## src/rtl/rotr_stages.sv

```systemverilog
// -----------------------------------------------------------------------------
// rotr_stages
// Combinational logarithmic right rotator. Stage i rotates its input right by
// 2**i positions when amt[i] is set, otherwise it passes the word through.
// A chain of AMT_W stages therefore rotates right by any amount 0..WIDTH-1.
//
// Ports
//   a    in   WIDTH   data word to rotate
//   amt  in   AMT_W   unsigned rotate-right amount
//   y    out  WIDTH   a rotated right by amt
// -----------------------------------------------------------------------------
module rotr_stages #(
    parameter int WIDTH = 8,
    parameter int AMT_W = $clog2(WIDTH)
) (
    input  logic [WIDTH-1:0] a,
    input  logic [AMT_W-1:0] amt,
    output logic [WIDTH-1:0] y
);

    // stage_s[0] is the input; stage_s[i+1] is the output of mux stage i.
    logic [WIDTH-1:0] stage_s [0:AMT_W];

    assign stage_s[0] = a;

    for (genvar i = 0; i < AMT_W; i++) begin : g_stage
        localparam int SH = 1 << i;
        // Low SH bits wrap around to the top of the word on a right rotate.
        assign stage_s[i+1] = amt[i] ? {stage_s[i][SH-1:0], stage_s[i][WIDTH-1:SH]}
                                     : stage_s[i];
    end

    assign y = stage_s[AMT_W];

endmodule

```

## src/rtl/top.sv

```systemverilog
// -----------------------------------------------------------------------------
// top
// Registered 8-bit barrel rotator, left or right by 0..WIDTH-1 positions.
// A single right rotator does all the work: a left rotate is performed as
// reverse -> rotate right -> reverse, since rotl(a,k) == rev(rotr(rev(a),k)).
// The result appears on y one clock after the inputs are presented; a new
// input is accepted every cycle.
//
// Ports
//   clk    in   1       rising-edge clock
//   reset  in   1       synchronous active-high reset, clears y
//   a      in   WIDTH   data to rotate
//   amt    in   AMT_W   rotate amount 0..WIDTH-1
//   lr     in   1       0 = rotate left, 1 = rotate right
//   y      out  WIDTH   registered rotation result
// -----------------------------------------------------------------------------
module top #(
    parameter int WIDTH = 8,
    parameter int AMT_W = $clog2(WIDTH)
) (
    input  logic             clk,
    input  logic             reset,
    input  logic [WIDTH-1:0] a,
    input  logic [AMT_W-1:0] amt,
    input  logic             lr,
    output logic [WIDTH-1:0] y
);

    logic [WIDTH-1:0] a_rev_s;
    logic [WIDTH-1:0] rot_in_s;
    logic [WIDTH-1:0] rot_out_s;
    logic [WIDTH-1:0] rot_out_rev_s;
    logic [WIDTH-1:0] y_d;
    logic [WIDTH-1:0] y_q;

    // Bit reversal at the input and at the rotator output.
    for (genvar i = 0; i < WIDTH; i++) begin : g_rev
        assign a_rev_s[i]       = a[WIDTH-1-i];
        assign rot_out_rev_s[i] = rot_out_s[WIDTH-1-i];
    end

    // Left rotates take the reversed path on both sides of the rotator.
    assign rot_in_s = lr ? a : a_rev_s;

    rotr_stages #(
        .WIDTH (WIDTH),
        .AMT_W (AMT_W)
    ) u_rotr (
        .a   (rot_in_s),
        .amt (amt),
        .y   (rot_out_s)
    );

    assign y_d = lr ? rot_out_s : rot_out_rev_s;

    // Output register; reset wins over new data.
    always_ff @(posedge clk) begin
        if (reset) begin
            y_q <= '0;
        end else begin
            y_q <= y_d;
        end
    end

    assign y = y_q;

endmodule

```

## config.mk

```make
export PLATFORM = sky130hd
export DESIGN_NAME = top
export DESIGN_NICKNAME = d
export VERILOG_FILES = /design/src/rtl/rotr_stages.sv /design/src/rtl/top.sv
export SDC_FILE = /design/constraint.sdc
export NUM_CORES = 1
export LEC_CHECK = 0
export CAP_MARGIN = 20
export CORE_MARGIN = 3
export CORE_UTILIZATION = 41
export DETAILED_ROUTE_END_ITERATION = 10
export GPL_ROUTABILITY_DRIVEN = 0
export PLACE_DENSITY_LB_ADDON = 0.05
export SYNTH_ARGS = -nofsm -noshare
export SYNTH_HDL_FRONTEND = slang
export SYNTH_HIERARCHICAL = 1
export SYNTH_SLANG_ARGS = --single-unit
```

## constraint.sdc

```tcl
create_clock -name clk -period 2.1 [get_ports clk]
set_input_delay 0.42 -clock clk [delete_from_list [all_inputs] [get_ports clk]]
set_output_delay 0.42 -clock clk [all_outputs]
set_load 0.02 [all_outputs]
```

# Yosys cells after proc, flatten, opt, wreduce, memory -nomap -nowiden

Cells that the tools add are included.

RAM bits: 0
Bits of input ports: 14
Output and inout bits: 8
Memories: 0
ROM bits: 0
Logic and storage cells: 6
Bits in latches: 0
Bits in registers: 8

Muxes and demuxes: 5
Magnitude comparators: 0
Divide/modulo/power cells: 0
Shift operators: 0
Bitwise operators: 0
Equal/unequal tests: 0
Reduce and logical (&&, ||, !) cells: 0
$add $sub $neg: 0
Multiply operators: 0

Operators by type and width:

| operator          | count |
|---|---|
| 8-bit two-way mux | 5 |

# Longest topological paths before layout

Depth after elaboration: 5
Gate-level depth with buffers: 7
Depth with buffers taken out: 5

# Modules after synthesis

The synthesis kept the hierarchy.

By module, submodules not included:

| module      | seq. area each (sq um) | instances | cells each | area each (sq um) |
|---|---|---|---|---|
| top         | 160.2                  | 1         | 35         | 402.9 |
| rotr_stages | 0.0                    | 1         | 19         | 326.6 |

# Worst setup path after synthesis

Ideal clock, no wire load.

Kind: input to register
Start point: in lr
End point: reg y_q[2] (netlist: y[2])
Data arrival time: 1921 ps
Path slack: 55 ps
Buffers on the path: 2
Stages on the path: 7
Setup time: 124 ps
Required time: 1976 ps
Cells stage by stage: buf_6 > buf_12 > mux2_4 > mux4_1 > mux2_2 > mux2i_1 > nor2_1

Word-level cells in the longest chain between the ends: 5

RTL lines:

| element                         | RTL line          | source |
|---|---|---|
| start: declaration              | top.sv:25         | `input logic lr,` |
| 8-bit two-way mux               | top.sv:43         | `assign rot_in_s = lr ? a : a_rev_s;` |
| named net rot_in_s[5]           | top.sv:30         | `logic [WIDTH-1:0] rot_in_s;` |
| 8-bit two-way mux (3 in series) | rotr_stages.sv:29 | `assign stage_s[i+1] = amt[i] ? {stage_s[i][SH-1:0], stage_s[i][WIDTH-1:SH]}` |
| named net rot_out_s[2]          | top.sv:31         | `logic [WIDTH-1:0] rot_out_s;` |
| 8-bit two-way mux               | top.sv:54         | `assign y_d = lr ? rot_out_s : rot_out_rev_s;` |
| end signal: assignment          | top.sv:61         | `y_q <= y_d;` |
| end: declaration                | top.sv:34         | `logic [WIDTH-1:0] y_q;` |

The timed path passes the listed nets, and every way through them passes these cells.
A chain may end at the register's enable or synchronous reset.

# Worst setup path in the final report

Start point: in a[7]
End point: reg y_q[1] (netlist: y[1])

Word-level cells in the longest chain between the ends: 5

RTL lines:

| element                         | RTL line          | source |
|---|---|---|
| start: declaration              | top.sv:23         | `input logic [WIDTH-1:0] a,` |
| 8-bit two-way mux               | top.sv:43         |  |
| named net rot_in_s[0]           | top.sv:30         |  |
| 8-bit two-way mux (3 in series) | rotr_stages.sv:29 |  |
| named net rot_out_s[1]          | top.sv:31         |  |
| 8-bit two-way mux               | top.sv:54         |  |

The timed path passes the listed nets, and every way through them passes these cells.

==> results.cfg <==
[outcome]
outcome = completed

[power_and_ir_drop]
p_per_area_mw_per_mm2 = 535
leakagePower_nw = 0.423
switchingPower_mw = 0.148
p_int_mw = 0.387
clockPowerShare = 0.204
combPwrFrac = 0.470
switching_share = 0.277
seqPwrFrac = 0.326
vdd_drop_max_mv = 0.242

[clock_tree]
numClockSinks = 8
postCtsSetupRepairBufs = 0
ctsHoldBuffers = 0
clock-root-buffer = clkbuf_4
cts_tree = yes
htree_levels = 1
clockBufferDepth = 2
clkTransAtPathRegs_ns = 0.05
numCtsBuffers = 3

[cells_and_area]
drive_gt1_frac = 0.429
largest_register_ffs = 8
diodes = 0
final_design_area_no_fill_mm2 = 0.00100
layout_commonest_cell = clkdlybuf4s50_1
fin_cells = 101
nNetsFinal = 93
final_cell_mix = clkdlybuf4s50_1, mux2_4
syn2layout_area_growth_pct = 37.2

[grt]
grt_pass1_vias = 520
grt_pass1_wl_mm = 2.09
grt_util_all_layers = 0.128
globalRouteOverflowTotal = 0
grt_start_max_net_pins = 9
antenna_found_initial = 0

[critical_path]
worstSetupPathType = in -> reg
crit_required_ns = 2.22
worstPathMaxFanout = 4
startpoint_type = input port
critPathArrivalTime_ns = 2.14
worstSetupEndpointType = register

[hold_path]
hold_class = in -> reg

[die]
fp.coreArea_mm2 = 0.00159
die_w_um = 48.2
start_util = 0.458
row_count = 14
fp.dieArea_mm2 = 0.00232
pin_count = 22
die_h_um = 48.2

[synth]
avgSynthCellArea_um2 = 13.5
synth_warnings = 6
syn_inst = 54
syn_nets = 68
yosysSeqAreaShare = 0.220
synth_cell_type_count = 9
synth_area_um2 = 729
ys_seq_elements = 8

[route]
wl_per_cell_um = 13.5
wl_mm = 1.37
dr.first_iter.drc_count = 7
vias = 544
drc = 0
viasPerCell = 5.39
drtPass1Iterations = 4
drtAntennaViolNets = 0

[timing]
post-route-period-util = 0.962
tightestPinTransition_ns = 0.357
maxSlewHeadroom = 0.761
rsz0062_at_grt = no
slew_viol_final = 0
setup_viol_count_final = 0
clock.fmax_mhz = 495
hold_viol = 0
finalCriticalPeriod_ns = 2.02

[place]
detailed_place.area_um2 = 951
dpl.cell_count = 97
io_buffers = 21

[flow_run]
drv_cap = 0
[worst max-delay path, stage by stage]
cell and delay [ns]:
clkdlybuf4s50_1 0.43, mux2_4 0.31, mux4_2 0.49, mux2_2 0.29
mux2i_1 0.15, nor2_1 0.05
[layer usage]
layer	vias up	share of wire	track usage
met1	257	0.37	0.122
met2	28	0.56	0.247
li1	255	-	-
met5	-	0	0
met4	0	0.029	0.0968
met3	4	0.045	0.0111
[metrics by stage]
step | power, mW | hold slack (ns) | setup WS (ns) | TNS [ns] | util
6_report | 0.535 | 0.894 | 0.0802 | 0 | 0.628
5_1_grt | 0.571 | 0.923 | 0.0289 | 0 | 0.628
4_1_cts | 0.541 | 0.894 | 0.0324 | 0 | 0.630
3_5_place_dp | 0.408 | 1.15 | -0.509 | -3.89 | 0.597
3_3_place_gp | 0.404 | 1.14 | -0.493 | -3.78 | 0.597
2_1_floorplan | 0.330 | 0.703 | 0.0552 | 0 | -
[path summary, 6_finish.rpt]
kind	start	end	slack [ns]	cells after the start
setup / recovery	a[7]	y[1]	0.08	6
hold / removal	reset	y[2]	0.89	2
[logic make-up after synthesis]
logic type / share of synthesized area
AND/OR/NAND/NOR: 0.0412
flip-flops: 0.220
multiplexers: 0.655
buffers and inverters: 0.0840
[synth_stat cells]
cell type,count,area [um^2]
buf_1,2,7.51
buf_12,1,20.0
buf_6,3,33.8
dfxtp_1,8,160
mux2_2,14,158
mux2_4,2,30.0
mux2i_1,8,80.1
mux4_1,8,210
nor2_1,8,30.0
[final cells by class]
| class | count | area (um^2) |
|---|---|---|
| multi-input cells | 40 | 508 |
| repair buffers | 26 | 280 |
| clock buffers | 3 | 22.5 |
| flip-flops and latches | 8 | 160 |
| fillers | 138 | 593 |
| well taps | 24 | 30.0 |
[timing repair]
item,4_1_cts,5_1_grt
cloned,1,0
setup endpoints to repair,8,4
hold endpoints to repair,0,0
resized for setup,16,4
[power by group through the flow]
stage	registers (mW)	clock network [mW]	logic [mW]
after floorplan	0.202	0	0.128
after global placement	0.177	0	0.227
after detailed placement	0.178	0	0.230
after CTS	0.175	0.116	0.250
after global routing	0.176	0.124	0.270
final	0.174	0.109	0.251
(Power assumes the default switching activity.)
